### config.mk
export PLATFORM = sky130hd
export DESIGN_NAME = control_command_tx
export DESIGN_NICKNAME = d
export VERILOG_FILES = /design/src/rtl/control_command_tx_pkg.sv /design/src/rtl/control_command_tx_shifter.sv /design/src/rtl/control_command_tx.sv
export SDC_FILE = /design/constraint.sdc
export NUM_CORES = 1
export LEC_CHECK = 0
export BUFFER_PORTS_ARGS = -buffer_cell sky130_fd_sc_hd__buf_2
export CORE_UTILIZATION = 35
export CTS_CLUSTER_DIAMETER = 100
export DETAILED_ROUTE_END_ITERATION = 7
export REMOVE_ABC_BUFFERS = 1
export SYNTH_ARGS = -nofsm -noshare
export SYNTH_HDL_FRONTEND = slang
export SYNTH_SLANG_ARGS = --single-unit
### constraint.sdc
create_clock -name clk -period 4.2 [get_ports clk]
set_clock_uncertainty 0.1 [all_clocks]
set_input_delay 1.05 -clock clk [delete_from_list [all_inputs] [get_ports clk]]
set_output_delay 1.05 -clock clk [all_outputs]
set_load 0.02 [all_outputs]
### src/rtl/control_command_tx_pkg.sv
// Shared definitions for the control command byte protocol: opcodes, field layout per opcode,
// field byte counts and the transmitter state encoding.
package control_command_tx_pkg;

  localparam int unsigned BlockRegAddrWidth = 4;
  localparam int unsigned BlockInstrWidth   = 32;
  localparam int unsigned InstrBytes        = BlockInstrWidth / 8;

  // The transmitted command byte carries the inverted pipeline select in this bit.
  localparam int unsigned PipelineBit = 3;

  localparam logic [7:0] CommandWriteBlockInstr = 8'h01;
  localparam logic [7:0] CommandWriteBlockReg   = 8'h02;
  localparam logic [7:0] CommandUpdateBlockReg  = 8'h03;
  localparam logic [7:0] CommandAllocSramDelay  = 8'h04;
  localparam logic [7:0] CommandSwapPipelines   = 8'h05;
  localparam logic [7:0] CommandResetPipeline   = 8'h06;

  typedef struct packed {
    logic has_block;
    logic has_reg;
    logic has_data;
    logic has_instr;
  } cmd_fields_t;

  typedef enum logic [2:0] {
    StIdle,
    StSendCmd,
    StSendBlock,
    StSendReg,
    StSendData,
    StSendInstr,
    StDrain
  } tx_state_e;

  function automatic int unsigned data_bytes(int unsigned data_width);
    return data_width / 8;
  endfunction

  // Which fields follow the command byte; unknown opcodes send the command byte only.
  function automatic cmd_fields_t decode_fields(logic [7:0] opcode);
    cmd_fields_t f;
    logic [7:0]  base;
    f                 = '0;
    base              = opcode;
    base[PipelineBit] = 1'b0;
    case (base)
      CommandWriteBlockInstr: begin
        f.has_block = 1'b1;
        f.has_instr = 1'b1;
      end
      CommandWriteBlockReg, CommandUpdateBlockReg: begin
        f.has_block = 1'b1;
        f.has_reg   = 1'b1;
        f.has_data  = 1'b1;
      end
      CommandAllocSramDelay: f.has_data = 1'b1;
      default: ;
    endcase
    return f;
  endfunction

  // Field order on the wire is cmd, block, reg, data, instr; absent fields are skipped.
  function automatic tx_state_e next_field(tx_state_e cur, cmd_fields_t f);
    tx_state_e nxt;
    nxt = StDrain;
    case (cur)
      StSendCmd: begin
        if (f.has_block)     nxt = StSendBlock;
        else if (f.has_data) nxt = StSendData;
      end
      StSendBlock: begin
        if (f.has_reg)        nxt = StSendReg;
        else if (f.has_instr) nxt = StSendInstr;
        else if (f.has_data)  nxt = StSendData;
      end
      StSendReg: begin
        if (f.has_data) nxt = StSendData;
      end
      default: ;
    endcase
    return nxt;
  endfunction

endpackage

### src/rtl/control_command_tx_shifter.sv
// Holds one left-aligned field and presents its bytes MSB first; last flags the final byte.
module command_field_shifter #(
  parameter int unsigned Width = 32
) (
  input  logic             clk,
  input  logic             reset,
  input  logic             load,
  input  logic [Width-1:0] load_word,
  input  logic [7:0]       load_count,
  input  logic             shift,
  output logic [7:0]       out_byte,
  output logic             last
);

  logic [Width-1:0] word_q;
  logic [7:0]       count_q;

  // Field register and remaining-byte counter.
  always_ff @(posedge clk or posedge reset) begin
    if (reset) begin
      word_q  <= '0;
      count_q <= '0;
    end else if (load) begin
      word_q  <= load_word;
      count_q <= load_count;
    end else if (shift) begin
      word_q  <= word_q << 8;
      count_q <= count_q - 8'd1;
    end
  end

  assign out_byte = word_q[Width-1 -: 8];
  assign last     = (count_q == 8'd0);

endmodule

### src/rtl/control_command_tx.sv
// Control command transmitter: serialises one command request into the byte stream consumed
// by the control unit, with per-byte acknowledge timeout and error reporting.
module control_command_tx
  import control_command_tx_pkg::*;
#(
  parameter int unsigned n_blocks       = 32,
  parameter int unsigned data_width     = 16,
  parameter int unsigned timeout_cycles = 1024
) (
  input  logic                         clk,
  input  logic                         reset,
  input  logic                         cmd_valid,
  output logic                         cmd_ready,
  input  logic [7:0]                   cmd_opcode,
  input  logic                         cmd_pipeline,
  input  logic [$clog2(n_blocks)-1:0]  cmd_block,
  input  logic [BlockRegAddrWidth-1:0] cmd_reg,
  input  logic [data_width-1:0]        cmd_data,
  input  logic [BlockInstrWidth-1:0]   cmd_instr,
  output logic [7:0]                   out_byte,
  output logic                         out_ready,
  input  logic                         next,
  input  logic                         invalid,
  output logic                         done,
  output logic                         error,
  output logic                         busy
);

  localparam int unsigned BlockWidth = $clog2(n_blocks);
  localparam int unsigned DataBytes  = data_bytes(data_width);
  localparam int unsigned ShiftWidth =
      (data_width > BlockInstrWidth) ? data_width : BlockInstrWidth;
  localparam int unsigned TimerWidth = (timeout_cycles > 1) ? $clog2(timeout_cycles) : 1;

  tx_state_e                    state_q, state_d;
  logic [TimerWidth-1:0]        timer_q, timer_d;
  logic [1:0]                   drain_q, drain_d;
  logic                         error_q, error_d;
  cmd_fields_t                  fields_q;
  logic [BlockWidth-1:0]        block_q;
  logic [BlockRegAddrWidth-1:0] reg_q;
  logic [data_width-1:0]        data_q;
  logic [BlockInstrWidth-1:0]   instr_q;

  logic                  accept;
  logic                  sending;
  logic                  load;
  tx_state_e             load_sel;
  logic [ShiftWidth-1:0] load_word;
  logic [7:0]            load_count;
  logic                  shift;
  logic                  last;
  logic [7:0]            cmd_byte;

  assign accept  = (state_q == StIdle) && cmd_valid;
  assign sending = (state_q == StSendCmd) || (state_q == StSendBlock) ||
                   (state_q == StSendReg) || (state_q == StSendData) ||
                   (state_q == StSendInstr);

  // Command byte with the inverted pipeline select folded in.
  always_comb begin
    cmd_byte              = cmd_opcode;
    cmd_byte[PipelineBit] = cmd_opcode[PipelineBit] | ~cmd_pipeline;
  end

  // Left-align the field being loaded and give its byte count minus one.
  always_comb begin
    load_word  = '0;
    load_count = '0;
    case (load_sel)
      StSendCmd:   load_word = ShiftWidth'(cmd_byte) << (ShiftWidth - 8);
      StSendBlock: load_word = ShiftWidth'(block_q) << (ShiftWidth - 8);
      StSendReg:   load_word = ShiftWidth'(reg_q) << (ShiftWidth - 8);
      StSendData: begin
        load_word  = ShiftWidth'(data_q) << (ShiftWidth - data_width);
        load_count = 8'(DataBytes - 1);
      end
      StSendInstr: begin
        load_word  = ShiftWidth'(instr_q) << (ShiftWidth - BlockInstrWidth);
        load_count = 8'(InstrBytes - 1);
      end
      default: ;
    endcase
  end

  // Next-state, byte sequencing, timeout and drain control.
  always_comb begin
    state_d  = state_q;
    timer_d  = timer_q;
    drain_d  = drain_q;
    error_d  = invalid && (state_q != StIdle);
    load     = 1'b0;
    load_sel = StIdle;
    shift    = 1'b0;
    done     = 1'b0;
    unique case (state_q)
      StIdle: begin
        if (cmd_valid) begin
          state_d  = StSendCmd;
          load     = 1'b1;
          load_sel = StSendCmd;
          timer_d  = '0;
        end
      end
      StSendCmd, StSendBlock, StSendReg, StSendData, StSendInstr: begin
        // An acknowledge beats a timeout expiring on the same edge.
        if (next) begin
          timer_d = '0;
          if (last) begin
            state_d = next_field(state_q, fields_q);
            if (state_d == StDrain) begin
              drain_d = '0;
            end else begin
              load     = 1'b1;
              load_sel = state_d;
            end
          end else begin
            shift = 1'b1;
          end
        end else if ((timeout_cycles != 0) &&
                     (timer_q == TimerWidth'(timeout_cycles - 1))) begin
          state_d = StIdle;
          error_d = 1'b1;
        end else begin
          timer_d = timer_q + 1'b1;
        end
      end
      StDrain: begin
        // Two quiet cycles let a late invalid land before done.
        if (drain_q == 2'd2) begin
          done    = 1'b1;
          state_d = StIdle;
        end else begin
          drain_d = drain_q + 2'd1;
        end
      end
      default: state_d = StIdle;
    endcase
  end

  // State, counters, error pulse and latched request fields.
  always_ff @(posedge clk or posedge reset) begin
    if (reset) begin
      state_q  <= StIdle;
      timer_q  <= '0;
      drain_q  <= '0;
      error_q  <= 1'b0;
      fields_q <= '0;
      block_q  <= '0;
      reg_q    <= '0;
      data_q   <= '0;
      instr_q  <= '0;
    end else begin
      state_q <= state_d;
      timer_q <= timer_d;
      drain_q <= drain_d;
      error_q <= error_d;
      if (accept) begin
        fields_q <= decode_fields(cmd_opcode);
        block_q  <= cmd_block;
        reg_q    <= cmd_reg;
        data_q   <= cmd_data;
        instr_q  <= cmd_instr;
      end
    end
  end

  command_field_shifter #(
    .Width(ShiftWidth)
  ) u_shifter (
    .clk       (clk),
    .reset     (reset),
    .load      (load),
    .load_word (load_word),
    .load_count(load_count),
    .shift     (shift),
    .out_byte  (out_byte),
    .last      (last)
  );

  assign out_ready = sending;
  assign cmd_ready = (state_q == StIdle);
  assign busy      = (state_q != StIdle);
  assign error     = error_q;

endmodule

# == Yosys cells after proc, flatten, opt, wreduce, memory -nomap -nowiden ==
# Cells that the tools add are included.
# Widths: inputs -> output; s select.
# totals
register_bits,117
latchBits,0
ramBits,0
mem_bits_ro,0
output_inout_bits,13
mem_count,0
# op_classes
add_sub_neg,3
multipliers,0
div_mod_pow,0
n_lt_le_gt_ge,0
eq_ne,27
shift,0
mux,51
bitwise,2
reduce_logical,19
# op_table
operator,count
$pmux 32 s5,1
$mux 32,2
$mux 3,13
$mux 10,3
$pmux 10 s2,1
$eq 3x3->1 const B,6
$pmux 3 s3,2
$mux 1,17
$mux 8,2
$eq 7x2->1 const B,2
$eq 3x2->1 const B,4
$mux 2,6
$ne 2x2->1 const B,6
$add 10x1->10 const B,1
$eq 10x10->1 const B,1
$ne 3x3->1 const B,3
$logic_not 8->1,1
$pmux 2 s2,2
$sub 8x1->8 const B,1
$eq 7x1->1 const B,1
$eq 7x3->1 const B,1
$eq 3x1->1 const B,2
$pmux 3 s2,1
$reduce_bool 2->1,3
other kinds (15),20

# == Depth between registers and ports, before layout ==
# depth
depth_word,15
depth_mapped,10
mapped_depth_nobuf,8

# == Cells and area by module ==
# From an unflattened synthesis, not the netlist that was laid out.
# unflattened
cells_unflattened,657
area_unflattened_um2,5779.3
# by_module_without_submodules
module,instances,cells_per_inst,area_per_inst_um2,seq_area_each_um2
control_command_tx,1,460,3856.2,1926.8
command_field_shifter,1,197,1923.1,1001.0

# == Worst setup path after synthesis ==
# No wires, ideal clock.
# synth_path
kind,input to register
start,in next
end,reg u_shifter.word_q[16]
setup_ps,83
arrival_time_ps,2507
slack_ps,1511
path_stages,9
path_buffers,3
path_cell_list,buf_2 a21boi_1 and4_4 buf_6 nand3_4 a21oi_2 buf_2 a22oi_1 o21ai_0
# synth_via
elab_chain_len,5
# synth_rtl
element,line,rtl
from (decl),control_command_tx.sv:22,"input logic next,"
$mux 3,control_command_tx.sv:107,if (next) begin
$pmux 3 s2,control_command_tx.sv:96,unique case (state_q)
$eq 3x3->1 (tied with other cells),control_command_tx.sv:70,case (load_sel)
$pmux 32 s5,control_command_tx.sv:70,
$mux 32,control_command_tx_shifter.sv:23,end else if (load) begin
to (signal assigned),control_command_tx_shifter.sv:24,word_q <= load_word;
to (signal assigned),control_command_tx_shifter.sv:27,word_q <= word_q << 8;
to (decl),control_command_tx_shifter.sv:15,logic [Width-1:0] word_q;
# Several ways; a longest one is shown, not always the timed one.
# A chain may end at the register's enable or synchronous reset.

# == Final worst setup path ==
# layout_path
start,reg state_q[2]
end,out out_ready
# layout_via
elab_chain_len,5
# layout_rtl
element,line,rtl
from (decl),control_command_tx.sv:35,"tx_state_e state_q, state_d;"
from (signal assigned),control_command_tx.sv:144,state_q <= StIdle;
from (signal assigned),control_command_tx.sv:154,state_q <= state_d;
$eq 3x1->1 or $eq 3x2->1 (tied branches),control_command_tx.sv:56,assign sending = (state_q == StSendCmd) || (state_q == StSendBlock) ||
$logic_or 1x1->1 (2 in series),control_command_tx.sv:56,
$logic_or 1x1->1,control_command_tx.sv:57,(state_q == StSendReg) || (state_q == StSendData) ||
$logic_or 1x1->1 (*),control_command_tx.sv:57,
to (decl),control_command_tx.sv:21,"output logic out_ready,"
# Every way passes the cells marked *; elsewhere a longest branch is shown, timed or not.

==> results.yml <==
logic_synthesis:
  ys_ff_latch: 117
  yosys_warnings: 0
  synthCells: 596
  yosysSeqAreaShare_pct: 52.5
  synth_ff_type: "dfrtp_1"
  netlist.area_leader.share_pct: 52.5
  synth_area_leaders: "dfrtp_1 53%, nand2_1 13%, a22oi_1 3.4%"
  synth-edff-count: 0
  synthArstFlopShare_pct: 100
  yosysTopAreaCell: "dfrtp_1"
  netlist_area_um2: 5580
  synth_cell_types: 65
  syn_avg_cell_area_um2: 9.35
finish:
  nNetsFinal: 741
  final_common_cell: "nand2_1"
  area_delta_synth_final_pct: 20.9
  final_util_pct: 43.9
  final_cell_mix: "199 x nand2_1, 117 x dfrtp_1, 83 x buf_2, 30 x o21ai_0, 29 x nor2_1"
  fill_cells: 1499
  final_area_um2: 6740
  drive_above_1_share_pct: 22.1
  antenna_cells: 0
critical_path:
  crit_type: "flop to output port"
  start_kind: "flop"
  cp.required_ns: 3.05
  cp.arrival_ns: 2.02
  cp_max_fo: 13
  end_kind: "output port"
detailed_routing:
  drt_iter0_drc: 343
  vias: 4505
  drt_first_pass_iters: 4
  drc: 0
  ant_nets: 0
  routed_wl_um: 13800
  via_per_inst: 5.06
  routedWlPerCell_um: 15.5
timing:
  period_share_pct: 75.4
  rsz0062_at_grt: "false"
  period_needed_ns: 3.17
  maxSlewViolCount: 0
  worst_slack_ns: 1.03
  setup_viol: 0
  relSlewSlack_pct: 37.2
  hold_violations: 0
  tightestPinTransition_ns: 0.939
  fmax_ghz: 0.316
run_status:
  run_status: "finished clean"
place:
  hpwlAfterDp_um: 9420
  portBuffers: 83
  gp_congestion: 0.865
  place_ws_ns: 0.853
  placed_cell_area_um2: 6100
global_routing:
  gr-usage-all-layers_pct: 18.1
  grt_pass1_vias: 4428
  grt_first_pass_wirelength_um: 22800
  grt-ovfl-total: 0
  grt_start_max_net_pins: 66
  antenna_found_initial: 0
power:
  p_seq_share_pct: 37.2
  power_frac_comb_pct: 32.6
  ir_drop_v: 0.000398
  swShare_pct: 36.9
  switchingPower_mw: 1.90
  p_per_area_nw_per_um2: 764
  clockPowerShare_pct: 30.1
  leakagePower_nw: 3.27
  intPower_mw: 3.25
floorplan:
  die_area_um2: 16400
  start_util_pct: 36.3
  pin_count: 84
  die_y_um: 128
  rows: 45
  coreArea_um2: 15400
  die_w_um: 128
clocking:
  cts_made_buffers: 17
  clock-sinks: 117
  cts_buffer_depth: 2
  clk_pin_slew_ns: 0.05
  cts-htree-levels: 4
  cts_setup_buffers: 0
  clock_latency_ns: 0.42
  cts_tree: "done"
  hold_buffers: 0
  cts-root-buf: "clkbuf_16"
  ctsResizeCount: 0
hold_path:
  min_path_type: "flop to flop"
job:
  cap_viol_max_count: 0
worst max-delay path: stages (launching register included):
cell	delay, ns
dfrtp_1	0.55
or3_1	0.56
nand2_1	0.19
inv_1	0.11
buf_2	0.17
power groups by stage:
| stage | Sequential [mW] | Clock [mW] | Combinational [mW] |
|---|---|---|---|
| 6_report | 1.92 | 1.55 | 1.68 |
| 5_1_grt | 1.97 | 1.64 | 1.90 |
| 4_1_cts | 1.91 | 1.58 | 1.70 |
| 3_5_place_dp | 1.93 | 0 | 1.68 |
| 3_3_place_gp | 1.92 | 0 | 1.64 |
| 2_1_floorplan | 1.87 | 0 | 1.18 |
cell families (layout without fill, tap and decap cells):
group | Yosys count | after routing | synth area share (%)
simple gates | 275 | 275 | 21.8
compound gates | 134 | 134 | 17.0
flops | 117 | 117 | 52.5
buf+inv | 49 | 133 | 4.87
mux | 10 | 10 | 1.91
xor+xnor | 8 | 8 | 1.26
fa+ha+maj | 3 | 3 | 0.673
metal layers:
metal	vias to the layer above	global-route usage [%]	share of wire (%)
li1	2189	-	-
met5	-	0	0
met2	101	27.0	46
met3	14	5.05	4.8
met1	2201	25.2	49
met4	0	6.37	1.1
synth_stat cells (all sizes together) (3+ instances only):
cell type and number:
a21o 5, a21oi 23, a22o 12, a22oi 25, a31oi 3, a32oi 4, and3 3, and4 3
buf 32, clkbuf 7, dfrtp 117, ha 3, inv 9, mux2 5, mux2i 5, nand2 202
nand3 7, nand4 3, nor2 30, nor2b 3, nor3 4, nor3b 3, nor4 3, o21ai 36
o31ai 6, or3 4, or4 4, xnor2 3, xor2 5
state kept, by name, indices dropped and copies added (netlist names):
name,flops
block_q,5
state_q,3
data_q,16
timer_q,10
error,1
u_shifter.count_q,8
reg_q,4
u_shifter.word_q,32
fields_q,4
instr_q,32
drain_q,2
final cells by class:
class                      instances  area (um^2)  share of cell area (%)
multi-input combinational        430         2380                    35.3
clock inverter                    11          174                    2.58
clock buffer                      21          470                    6.98
tap                              211          264                    3.92
inverter                          10         40.0                   0.594
timing repair buffer              91          488                    7.24
sequential                       117         2930                    43.4
metrics by stage:
stage | hold slack (ns) | total power [mW] | setup TNS (ns) | instances
2_1_floorplan | 0.338 | 3.05 | -6.02 | 557
5_1_grt | 0.389 | 5.51 | 0 | 891
3_5_place_dp | 0.363 | 3.61 | 0 | 859
6_report | 0.372 | 5.15 | 0 | 891
4_1_cts | 0.376 | 5.19 | 0 | 891
3_3_place_gp | 0.362 | 3.56 | 0 | 859
path summary, 6_finish.rpt:
check	start	to	slack [ns]	cells after the start
max	state_q[2]$_DFFE_PP0P_	out_ready	1.03	4
min	block_q[0]$_DFFE_PP0P_	block_q[0]$_DFFE_PP0P_	0.37	2
max reg2reg	state_q[2]$_DFFE_PP0P_	u_shifter.word_q[27]$_DFFE_PP0P_	1.34	7
min reg2reg	block_q[0]$_DFFE_PP0P_	block_q[0]$_DFFE_PP0P_	0.37	2
max in group asynchronous	reset	instr_q[5]$_DFFE_PP0P_	2.56	3
min in group asynchronous	reset	instr_q[1]$_DFFE_PP0P_	0.64	2
(Power assumes the default switching activity.)
